[src/rtl/compute_sequencer.sv]
// Run controller for the convolution test datapath: captures operands, launches each
// enabled engine in order, steers its result into memory and watches for engine timeouts.
module compute_sequencer #(
    parameter int unsigned TIMEOUT = 200,
    parameter int unsigned TW      = 8
) (
    input  logic       clk,
    input  logic       reset,
    input  logic       start_i,
    input  logic [2:0] eng_en_i,
    output logic       capture_o,
    output logic [2:0] eng_start_o,
    input  logic [2:0] eng_done_i,
    output logic [1:0] res_sel_o,
    output logic       pe_valid_o,
    output logic       sa3_valid_o,
    output logic       sa2_valid_o,
    output logic       busy_o,
    output logic       done_o,
    output logic       err_o,
    output logic [1:0] err_idx_o
);

    localparam logic [TW-1:0] TIMER_LAST = TW'(TIMEOUT - 1);

    typedef enum logic [2:0] {
        S_IDLE,
        S_CAPTURE,
        S_LAUNCH,
        S_WAIT,
        S_WRITE,
        S_DONE
    } state_t;

    state_t        state;
    logic [2:0]    en_q;
    logic [1:0]    idx;
    logic [TW-1:0] timer;
    logic [2:0]    valid_q;
    logic [2:0]    first_pick;
    logic [2:0]    next_pick;

    // Lowest set bit of mask at or above lo, returned as {found, index}.
    function automatic logic [2:0] pick(input logic [2:0] mask, input logic [2:0] lo);
        logic [2:0] r;
        r = 3'b000;
        for (int i = 2; i >= 0; i--) begin
            if (mask[i] && (3'(i) >= lo)) r = {1'b1, 2'(i)};
        end
        return r;
    endfunction

    assign first_pick = pick(en_q, 3'd0);
    assign next_pick  = pick(en_q, {1'b0, idx} + 3'd1);

    assign pe_valid_o  = valid_q[0];
    assign sa3_valid_o = valid_q[1];
    assign sa2_valid_o = valid_q[2];

    // Outputs are registered alongside the state so each one reflects the state being entered.
    always_ff @(posedge clk or posedge reset) begin
        if (reset) begin
            state       <= S_IDLE;
            en_q        <= 3'b000;
            idx         <= 2'd0;
            timer       <= '0;
            capture_o   <= 1'b0;
            eng_start_o <= 3'b000;
            valid_q     <= 3'b000;
            res_sel_o   <= 2'd0;
            busy_o      <= 1'b0;
            done_o      <= 1'b0;
            err_o       <= 1'b0;
            err_idx_o   <= 2'd0;
        end else begin
            capture_o   <= 1'b0;
            eng_start_o <= 3'b000;
            valid_q     <= 3'b000;
            done_o      <= 1'b0;
            case (state)
                S_IDLE: begin
                    if (start_i) begin
                        en_q      <= eng_en_i;
                        state     <= S_CAPTURE;
                        capture_o <= 1'b1;
                        busy_o    <= 1'b1;
                        err_o     <= 1'b0;
                        err_idx_o <= 2'd0;
                    end
                end
                S_CAPTURE: begin
                    if (first_pick[2]) begin
                        idx         <= first_pick[1:0];
                        res_sel_o   <= first_pick[1:0];
                        eng_start_o <= 3'b001 << first_pick[1:0];
                        state       <= S_LAUNCH;
                    end else begin
                        done_o <= 1'b1;
                        state  <= S_DONE;
                    end
                end
                S_LAUNCH: begin
                    timer <= '0;
                    state <= S_WAIT;
                end
                S_WAIT: begin
                    if (eng_done_i[idx]) begin
                        valid_q <= 3'b001 << idx;
                        state   <= S_WRITE;
                    end else if (timer == TIMER_LAST) begin
                        err_o     <= 1'b1;
                        err_idx_o <= idx;
                        done_o    <= 1'b1;
                        state     <= S_DONE;
                    end else begin
                        timer <= timer + TW'(1);
                    end
                end
                S_WRITE: begin
                    if (next_pick[2]) begin
                        idx         <= next_pick[1:0];
                        res_sel_o   <= next_pick[1:0];
                        eng_start_o <= 3'b001 << next_pick[1:0];
                        state       <= S_LAUNCH;
                    end else begin
                        done_o <= 1'b1;
                        state  <= S_DONE;
                    end
                end
                S_DONE: begin
                    busy_o <= 1'b0;
                    state  <= S_IDLE;
                end
                default: begin
                    busy_o <= 1'b0;
                    state  <= S_IDLE;
                end
            endcase
        end
    end

endmodule

[config.mk]
export PLATFORM = sky130hd
export DESIGN_NAME = compute_sequencer
export DESIGN_NICKNAME = d
export VERILOG_FILES = /design/src/rtl/compute_sequencer.sv
export SDC_FILE = /design/constraint.sdc
export NUM_CORES = 1
export LEC_CHECK = 0
export BUFFER_PORTS_ARGS = -buffer_cell sky130_fd_sc_hd__buf_4
export CAP_MARGIN = 20
export CORE_UTILIZATION = 44
export CTS_BUF_LIST = sky130_fd_sc_hd__clkbuf_2 sky130_fd_sc_hd__clkbuf_4 sky130_fd_sc_hd__clkbuf_8
export CTS_CLUSTER_SIZE = 8
export DETAILED_ROUTE_END_ITERATION = 12
export GPL_ROUTABILITY_DRIVEN = 1
export SYNTH_ARGS = -nofsm -noshare
export SYNTH_HDL_FRONTEND = slang
export SYNTH_SLANG_ARGS = --single-unit
[constraint.sdc]
create_clock -name clk -period 1.9 [get_ports clk]
set_input_delay 0.19 -clock clk [delete_from_list [all_inputs] [get_ports clk]]
set_output_delay 0.19 -clock clk [all_outputs]
set_load 0.02 [all_outputs]
# [Word-level counts from Yosys, hierarchy flattened]
# Index checks and enable logic that the tools add are counted.
[op_classes] shift=3 n_bitwise=1 n_reduce_logical=14 eq_ne=12 magnitude_cmp=4 add_sub_neg=2 n_mux=42
[op_table] cell="two-way mux 3 bit" count=15
[op_table] cell="two-way mux 8 bit" count=2
[op_table] cell="case mux 8 bit (2 select lines)" count=1
[op_table] cell="case mux 3 bit (5 select lines)" count=1
[op_table] cell="inequality test 2 bit (second input constant)" count=6
[op_table] cell="two-way mux 1 bit" count=11
[op_table] cell="two-way mux 2 bit" count=5
[op_table] cell="left shift 1 x 2 -> 3 bit (first input constant)" count=3
[op_table] cell="adder 8 x 1 -> 8 bit (second input constant)" count=1
[op_table] cell="equality test 8 bit (second input constant)" count=1
[op_table] cell="case mux 2 bit (2 select lines)" count=2
[op_table] cell="equality test 3 x 2 -> 1 bit (second input constant)" count=2
[op_table] cell=">= comparator 1 x 3 -> 1 bit (first input constant)" count=2
[op_table] cell="case mux 3 bit (2 select lines)" count=1
[op_table] cell="AND reduction 2 bit" count=3
[op_table] cell="AND reduction 3 bit" count=2
[op_table] cell="nonzero test 2 bit" count=3
[op_table] cell="case mux 1 bit (2 select lines)" count=2
[op_table] cell="AND reduction 4 bit" count=1
[op_table] cell="OR reduction 4 bit" count=1
[op_table] cell="adder 2 x 1 -> 3 bit (second input constant)" count=1
[op_table] cell="equality test 3 x 1 -> 1 bit (second input constant)" count=1
[op_table] cell="equality test 3 bit (second input constant)" count=1
[op_table] cell=">= comparator 2 x 3 -> 1 bit (first input constant)" count=1
[op_table] cell="7 further kinds" count=9
[word_totals] regBits=28

# [Longest topological paths before layout]
# Gate-level depths: netlist (run 1).
[logic_depth] ltp_word=9 mapped_depth=6 ltp_nobuf=5

# [Worst setup path after synthesis (run 1)]
# OpenSTA, ideal clock, no wires.
[synth_timing] path_kind="reg2reg" from="register timer[0]" to="register err_idx_o[1]" setup_time_ns=0.067 t_arrival_ns=1.663 path_stages_with_launch=7 slack_ns=0.170 required_ns=1.833 period_less_slack_ns=1.730 cell_sequence="dfrtp_1 -> ha_1 -> nand3_1 -> or4_1 -> buf_2 -> a2111oi_4 -> a311o_1"
[synth_between] elab_chain_cells=3
[synth_lines] item="start: declaration" line_no="38" source="logic [TW-1:0] timer;"
[synth_lines] item="start signal: assignment" line_no="116" source="timer <= timer + TW'(1);"
[synth_lines] item="equality test 8 bit" line_no="110" source="end else if (timer == TIMER_LAST) begin"
[synth_lines] item="inequality test 2 bit (no line)"
[synth_lines] item="AND reduction 4 bit (no line)"
[synth_lines] item="end signal: assignment" line_no="112" source="err_idx_o <= idx;"
[synth_lines] item="end: declaration" line_no="21" source="output logic [1:0] err_idx_o"
# No other way between the ends.
# A chain may end at the register's enable or synchronous reset.

# [Worst setup path in the final report (run 1)]
# Ends and elaborated chain as after synthesis.

==> results list, run 1 <==
* Residual DRC count: 0
* Clock tree skew after final layout: 0.00381 ns
- The worst setup path is launched from a flop.
- Setup slack closes at 0.130 ns.
* Hold violation total from the final report: 0
* Type of the tightest min-delay check: in2reg
- The worst hold path begins at eng_en_i[2].
* Antenna-violating nets left: 0
* Max rail drop VDD: 0.584 mV
* Num ports: 23
* Minimum clock period: 1.77 ns
- Maximum clock frequency: 565 MHz
* Effective utilization at floorplan: 46.0%
- Entering global routing, the biggest net connects 29 pins.
- The wire-length estimate of the detail-placed layout is 2.65 mm.
* Number of filler cells placed in the layout: 319
- Number of detailed-routing iterations run before antenna repair: 4
- The initial antenna violation count is 0.
- Summing all placed instances gives a cell area of 1840 um2.
- TritonCTS clock tree: done
* Fraction of registers with async set/reset: 100%
- Share of the synthesized area in the top cell type: 45.6%
* Most common cell after layout, fill and taps aside: sky130_fd_sc_hd__buf_4
* Endpoint required time on the critical path: 2.19 ns
- Worst slew margin relative to its limit: 70.9%
- Once layout is complete, the cells apart from fillers number 238.
- For this run, the post-layout net count is 204.
- Period Utilization, post-route: 93.2%
* Mapped Area: 1540 um2
* Total power of the final layout: 2.86 mW
- After clock tree synthesis, the clock-pin slew on the worst setup and hold paths is 0.15 ns.
* Core Region: 3340 um2
- RSZ-0062 raised after global routing: no
- Insertion delay of the later-clocked pin in the worst-skew pair: 0.34 ns
- For the pin with the worst max-slew slack, the measured transition is 0.430 ns.
- Number of synthesized register bits: 28
* Die area: 3730 um2
- Count of cell types in the netlist: 51
* Port bufs: 22
- Sequential cell area: 701 um2
- Cells with a size suffix above 1 make up 25.5% of the layout.
* Most used flip-flop cell after synthesis: sky130_fd_sc_hd__dfrtp_1
* Synth warn: 0
* Clock Tree Root: sky130_fd_sc_hd__clkbuf_4
- In the final layout, the multi-input gates occupy 786 um2.
- Via density per instance: 5.71
- Number of violations of the max-capacitance limit: 0
* Final WL: 3.67 mm
- For this design, the sink count on the clock tree is 28.
- Average routed wire per standard cell: 15.4 um
- RR Startpoint: timer[0]
- Die height: 61.1 um
* Top library cells by usage in the layout, fill and taps aside: 38 x sky130_fd_sc_hd__buf_4, 28 x sky130_fd_sc_hd__dfrtp_1, 23 x sky130_fd_sc_hd__nand2_1
- Dividing the synthesized area by the synthesized cell count gives 9.66 um2.
- Number of setup buffers added after CTS: 0
- Along the worst path, the maximum fanout reaches 6.
- Measured on the finished design, the core utilization comes to 56.5%.
* Number of pins with negative max-slew slack in the final report: 0
- Final Setup Violations: 0
- Routability-driven placement finished with a final weighted congestion of 0.793.
- Global-route wire length before repair: 5.85 mm
- Starting DRT DRC Count: 43
- In this run the worst setup path begins at timer[0].
- Via count: 1359
- Cell count after synthesis: 159
- Net Count, Synth: 169
* Setup tns final: 0 ns
- The clock passes through at most 2 buffers.
- Number of rows created at floorplan: 21
- Element type at the critical path end: flop
- The synthesized design spends more area on one cell type than any other, namely sky130_fd_sc_hd__dfrtp_1.
- The run finished with clean final reports.
- Prior to clock tree synthesis, the placed netlist has a worst setup slack of 0.0452 ns.
* Leading cell types by total area after synthesis: sky130_fd_sc_hd__dfrtp_1 46%, sky130_fd_sc_hd__nand2_1 5.6%, sky130_fd_sc_hd__a21oi_1 3.3%, sky130_fd_sc_hd__nor2b_1 3.3%, sky130_fd_sc_hd__a221o_1 2.0%
- The setup path with the least slack is of type reg2reg.
- Design area: 1880 um2
- Worst hold margin: 0.0305 ns
* EDFF count, synth: 0
- Count of antenna diodes in the layout: 0
- CTS buffer count: 3
- Floorplan die width: 61.1 um
* Aggregate global routing overflow: 0
- Arr. time, crit path: 2.06 ns
- Across every metal layer, demand over resource in global routing totals 21.8%.
- Area growth syn-to-layout: 22.7%
* Number of placed cells counting well taps: 234
* Power density over cell area: 1520 nW/um2
* Part of the Yosys area used for sequential elements: 45.6%
- H-tree lvl count: 1
- The analysis attributes to cell leakage a power of 0.852 nW.
* Vias in the first global route: 1174
metal layers:
| metal | part of all wire, % | track usage, % |
|---|---|---|
| met2 | 46 | 32.0 |
| met1 | 47 | 32.5 |
| met3 | 5.5 | 3.36 |
| met4 | 1.4 | 8.12 |
| met5 | 0 | 0 |
path summary, 6_finish.rpt:
kind	slack, ns	cells after the start	to
setup / recovery	0.13	5	err_idx_o[1]
hold / removal	0.03	3	en_q[2]
setup reg to reg	0.13	5	err_idx_o[1]
hold reg to reg	0.55	2	busy_o
max in group asynchronous	1.18	4	timer[0]
min in group asynchronous	0.46	4	valid_q[1]
final cells by class:
class / instances / area share, %
well taps: 46 / 3.05
repair buffers: 39 / 15.7
clock buffers: 3 / 1.20
flip-flops and latches: 28 / 37.2
inverters: 6 / 1.20
multi-input cells: 116 / 41.7
registers in the layout, indices dropped and copies added, names as in the netlist, 2 cells and up:
name and count:
state 3, en_q 3, timer 8, eng_start_o 3, err_idx_o 2, idx 2, valid_q 3
Yosys cell counts (all sizes together) (2+ instances only):
| cell type | n |
|---|---|
| o21ai | 5 |
| inv | 6 |
| buf | 5 |
| nor4 | 3 |
| nor2b | 8 |
| nand2b | 2 |
| a221o | 3 |
| nand3 | 6 |
| nor3b | 2 |
| a21oi | 10 |
| clkbuf | 4 |
| or4 | 3 |
| o21a | 3 |
| nor4b | 3 |
| dfrtp | 28 |
| a311o | 2 |
| o211ai | 4 |
| nor2 | 4 |
| nand2 | 23 |
| a21o | 2 |
| nor3 | 3 |
| and2 | 2 |
| a211o | 2 |
| nand3b | 4 |
power breakdown:
group / internal, mW / switching (mW)
combinational: 0.692 / 0.880
clock: 0.0748 / 0.179
sequential: 0.810 / 0.229
repair_timing:
| item | in CTS | in global routing |
|---|---|---|
| setup endpoints to repair | 0 | 3 |
| hold buffers | 1 | 0 |
| resized for setup | 0 | 3 |
| hold endpoints to repair | 28 | 0 |
logic make-up (layout without fill, tap and decap cells):
kind of cell,Yosys count,in the layout,share of synthesized area (%)
mux,1,1,0.652
flops,28,28,45.6
fa+ha+maj,1,1,0.815
buf+inv,15,48,4.16
simple gates,68,68,25.2
compound gates,46,46,23.6
worst max-delay path, stage by stage, from the launching register on:
cell and delay [ns]:
sky130_fd_sc_hd__dfrtp_1 0.43, sky130_fd_sc_hd__ha_1 0.20, sky130_fd_sc_hd__nand3_1 0.11, sky130_fd_sc_hd__or4_4 0.50
sky130_fd_sc_hd__a2111oi_4 0.32, sky130_fd_sc_hd__a311o_1 0.15
Note: power is estimated with default switching activity, not from simulation.
==> inputs of run 2 (changes only) <==
--- a/constraint.sdc
+++ b/constraint.sdc
@@ -3,2 +3,2 @@
 set_output_delay 0.19 -clock clk [all_outputs]
-set_load 0.02 [all_outputs]
+set_load 0.1 [all_outputs]
==> run 2 against run 1 <==
  * Design area about the same
  * First-iteration DRC count up 60%
  * Sequential power about the same
  * Die area unchanged
  * Critical path depth down 2
  * Clock power up 9.1%
  * Total power up 19%
  * Clock skew up 0.0033 ns
  * Core utilization about the same
  * Non-clock buffer count down 1
==> results list, run 2 (synthesis gave the netlist of run 1 again) <==
* Via count: 1340 (was 1359)
- The wire length per cell was 14.8 um (was 15.4 um).
* Family with the most delay on the worst path: simple AND/OR/NAND/NOR gates (unchanged)
* Effective utilization at floorplan: 46.0% (unchanged)
- Die area: 3730 um2 (unchanged)
- The root buffer selected by CTS was sky130_fd_sc_hd__clkbuf_4 (unchanged).
- Worst path slowest cell: sky130_fd_sc_hd__or4b_1 (was sky130_fd_sc_hd__or4_4)
- Maximum clock frequency: 554 MHz (was 565 MHz)
* Period Utilization, post-route: 95.0% (was 93.2%)
- Number of filler cells placed in the layout: 307 (was 319)
* Port bufs: 22 (unchanged)
- The global placement routability congestion came to 0.815 (was 0.793).
- Number of violations of the max-capacitance limit: 0 (unchanged)
- CTS buffer count: 3 (unchanged)
- The largest register by flop count is timer (unchanged).
- Area growth syn-to-layout: 22.7% (about the same)
- Leakage power: 0.847 nW (was 0.852 nW)
- Core Region: 3340 um2 (unchanged)
- Worst slew margin relative to its limit: 69.4% (was 70.9%)
- Arr. time, crit path: 2.09 ns (was 2.06 ns)
- The antenna diode count is 0 (unchanged).
- Sequence of cells on the critical path: or4b_1, a2111oi_4, a311o_1 (was ha_1, nand3_1, or4_4, a2111oi_4, a311o_1)
- The source-to-sink clock delay at the later pin of the worst-skew pair was 0.34 ns (about the same).
- The category of the worst setup path capture point is a flop (unchanged).
* TritonCTS clock tree: done (unchanged)
- The category of the most critical setup path is reg2reg (unchanged).
- The H-tree depth came to 1 (unchanged).
- Hold violation total from the final report: 0 (unchanged)
- The clock period minus worst slack came to 1.81 ns (was 1.77 ns).
* Top library cells by usage in the layout, fill and taps aside: 37 x sky130_fd_sc_hd__buf_4, 26 x sky130_fd_sc_hd__dfrtp_1, 23 x sky130_fd_sc_hd__nand2_1 (was 38 x sky130_fd_sc_hd__buf_4, 28 x sky130_fd_sc_hd__dfrtp_1, 23 x sky130_fd_sc_hd__nand2_1)
- RSZ-0062 raised after global routing: no (unchanged).
- The DRC violation total after the first TritonRoute iteration came to 69 (was 43).
* Vias in the first global route: 1170 (was 1174)
- Share of layout cells above drive strength 1: 26.0% (was 25.5%)
- Total half-perimeter wirelength after legalization and detailed placement: 2.50 mm (was 2.65 mm)
* Aggregate global-route resource usage: 20.9% (was 21.8%)
- Status: finished, final reports clean (unchanged).
* Die height: 61.1 um (unchanged)
* Measured slew at the worst slew-check pin: 0.455 ns (was 0.430 ns)
* Setup tns final: 0 ns (unchanged)
- Residual DRC count: 0 (unchanged)
- Endpoint required time on the critical path: 2.18 ns (was 2.19 ns)
- Clock tree skew after final layout: 0.00716 ns (was 0.00381 ns)
- Worst Path Max Fanout: 9 (was 6)
- Floorplan die width: 61.1 um (unchanged)
* Antenna-violating nets left: 0 (unchanged)
* Maximum number of pins on one net before global-route repair: 29 (unchanged)
* Count of placed standard cells in the final layout, fillers left out: 238 (unchanged)
- The global-route wire length before repair is 5.73 mm (was 5.85 mm).
* Final WL: 3.53 mm (was 3.67 mm)
- Max rail drop VDD: 0.776 mV (was 0.584 mV)
- The initial antenna violation count was 0 (unchanged).
- Number of rows created at floorplan: 21 (unchanged)
- The boundary pin count is 23 (unchanged).
* Most common cell after layout, fill and taps aside: sky130_fd_sc_hd__buf_4 (unchanged)
- Clock tree sinks: 28 (unchanged)
* Number of placed cells counting well taps: 233 (was 234)
- Power density over cell area: 1800 nW/um2 (was 1520 nW/um2)
- Critical Path Start Type: flop (unchanged)
* Number of detailed-routing iterations run before antenna repair: 4 (unchanged)
- The count of pins over their slew limit is 0 (unchanged).
- The number of buffers on the longest clock path is 2 (unchanged).
* Highest cell delay on the worst timing path: 0.71 ns (was 0.50 ns)
- The worst min-delay path category is in2reg (unchanged).
- Post-layout nets: 203 (was 204)
* Aggregate global routing overflow: 0 (unchanged)
* Via density per instance: 5.63 (was 5.71)
- Final Setup Violations: 0 (unchanged)
- The number of flip-flops in the largest register is 8 (unchanged).
- Clock slew seen by the registers of the worst setup and hold paths: 0.15 ns (about the same)
* Critical path buffer and inverter count: 0 (unchanged)
run 2: worst reg2reg max path: stages (launching register included):
cell and delay (ns):
sky130_fd_sc_hd__dfrtp_1 0.47, sky130_fd_sc_hd__or4b_1 0.71, sky130_fd_sc_hd__a2111oi_4 0.42, sky130_fd_sc_hd__a311o_1 0.16
run 2: where the power goes:
part / internal (mW) / switching (mW) / total (mW)
combinational: 0.691 / 1.39 / 2.08
clock: 0.0967 / 0.180 / 0.277
sequential: 0.813 / 0.225 / 1.04
total: 1.60 / 1.80 / 3.40
run 2: layout make-up:
cell class	instances	area [um2]	share of cell area, %
sequential	28	703	37.3
inverter	6	22.5	1.20
tap	46	57.6	3.06
clock buffer	4	30.0	1.59
multi-input combinational	116	782	41.5
timing repair buffer	38	288	15.3
run 2: path summary, 6_finish.rpt:
kind                       slack, ns  cells past startpoint           end        start
max                             0.09                      3  err_idx_o[1]     state[1]
min                             0.03                      3       en_q[2]  eng_en_i[2]
max reg2reg                     0.09                      3  err_idx_o[1]     state[1]
min reg2reg                     0.50                      1        busy_o     state[2]
max in group asynchronous       1.17                      4        idx[1]        reset
min in group asynchronous       0.46                      4    valid_q[2]        reset
run 2: layer usage:
metal,vias to the layer above,global-route usage (%),share of wire (%)
met1,625,31.2,49
met2,46,31.5,44
met5,-,0,0
met3,4,2.52,5.3
met4,0,6.49,1.2
li1,665,-,-
run 2: what timing repair did:
action / 4_1_cts / 5_1_grt
endpoints found under the setup margin: 0 / 3
gates resized for setup: 0 / 2
endpoints found under the hold margin: 28 / 0
hold buffers: 1 / 0
setup buffers: 0 / 0
run 2: per-stage QoR:
stage	power [mW]	instance area (um2)	utilization, %	setup WS [ns]	hold slack, ns
final	3.40	1880	56.4	0.0943	0.0254
after global placement	3.08	1830	54.9	0.136	0.284
after global routing	3.63	1880	56.4	0.0207	0.0200
after floorplan	2.53	1540	-	0.0228	0.255
after detailed placement	3.11	1830	54.9	0.0598	0.295
after CTS	3.39	1870	56.1	0.0292	0.0221
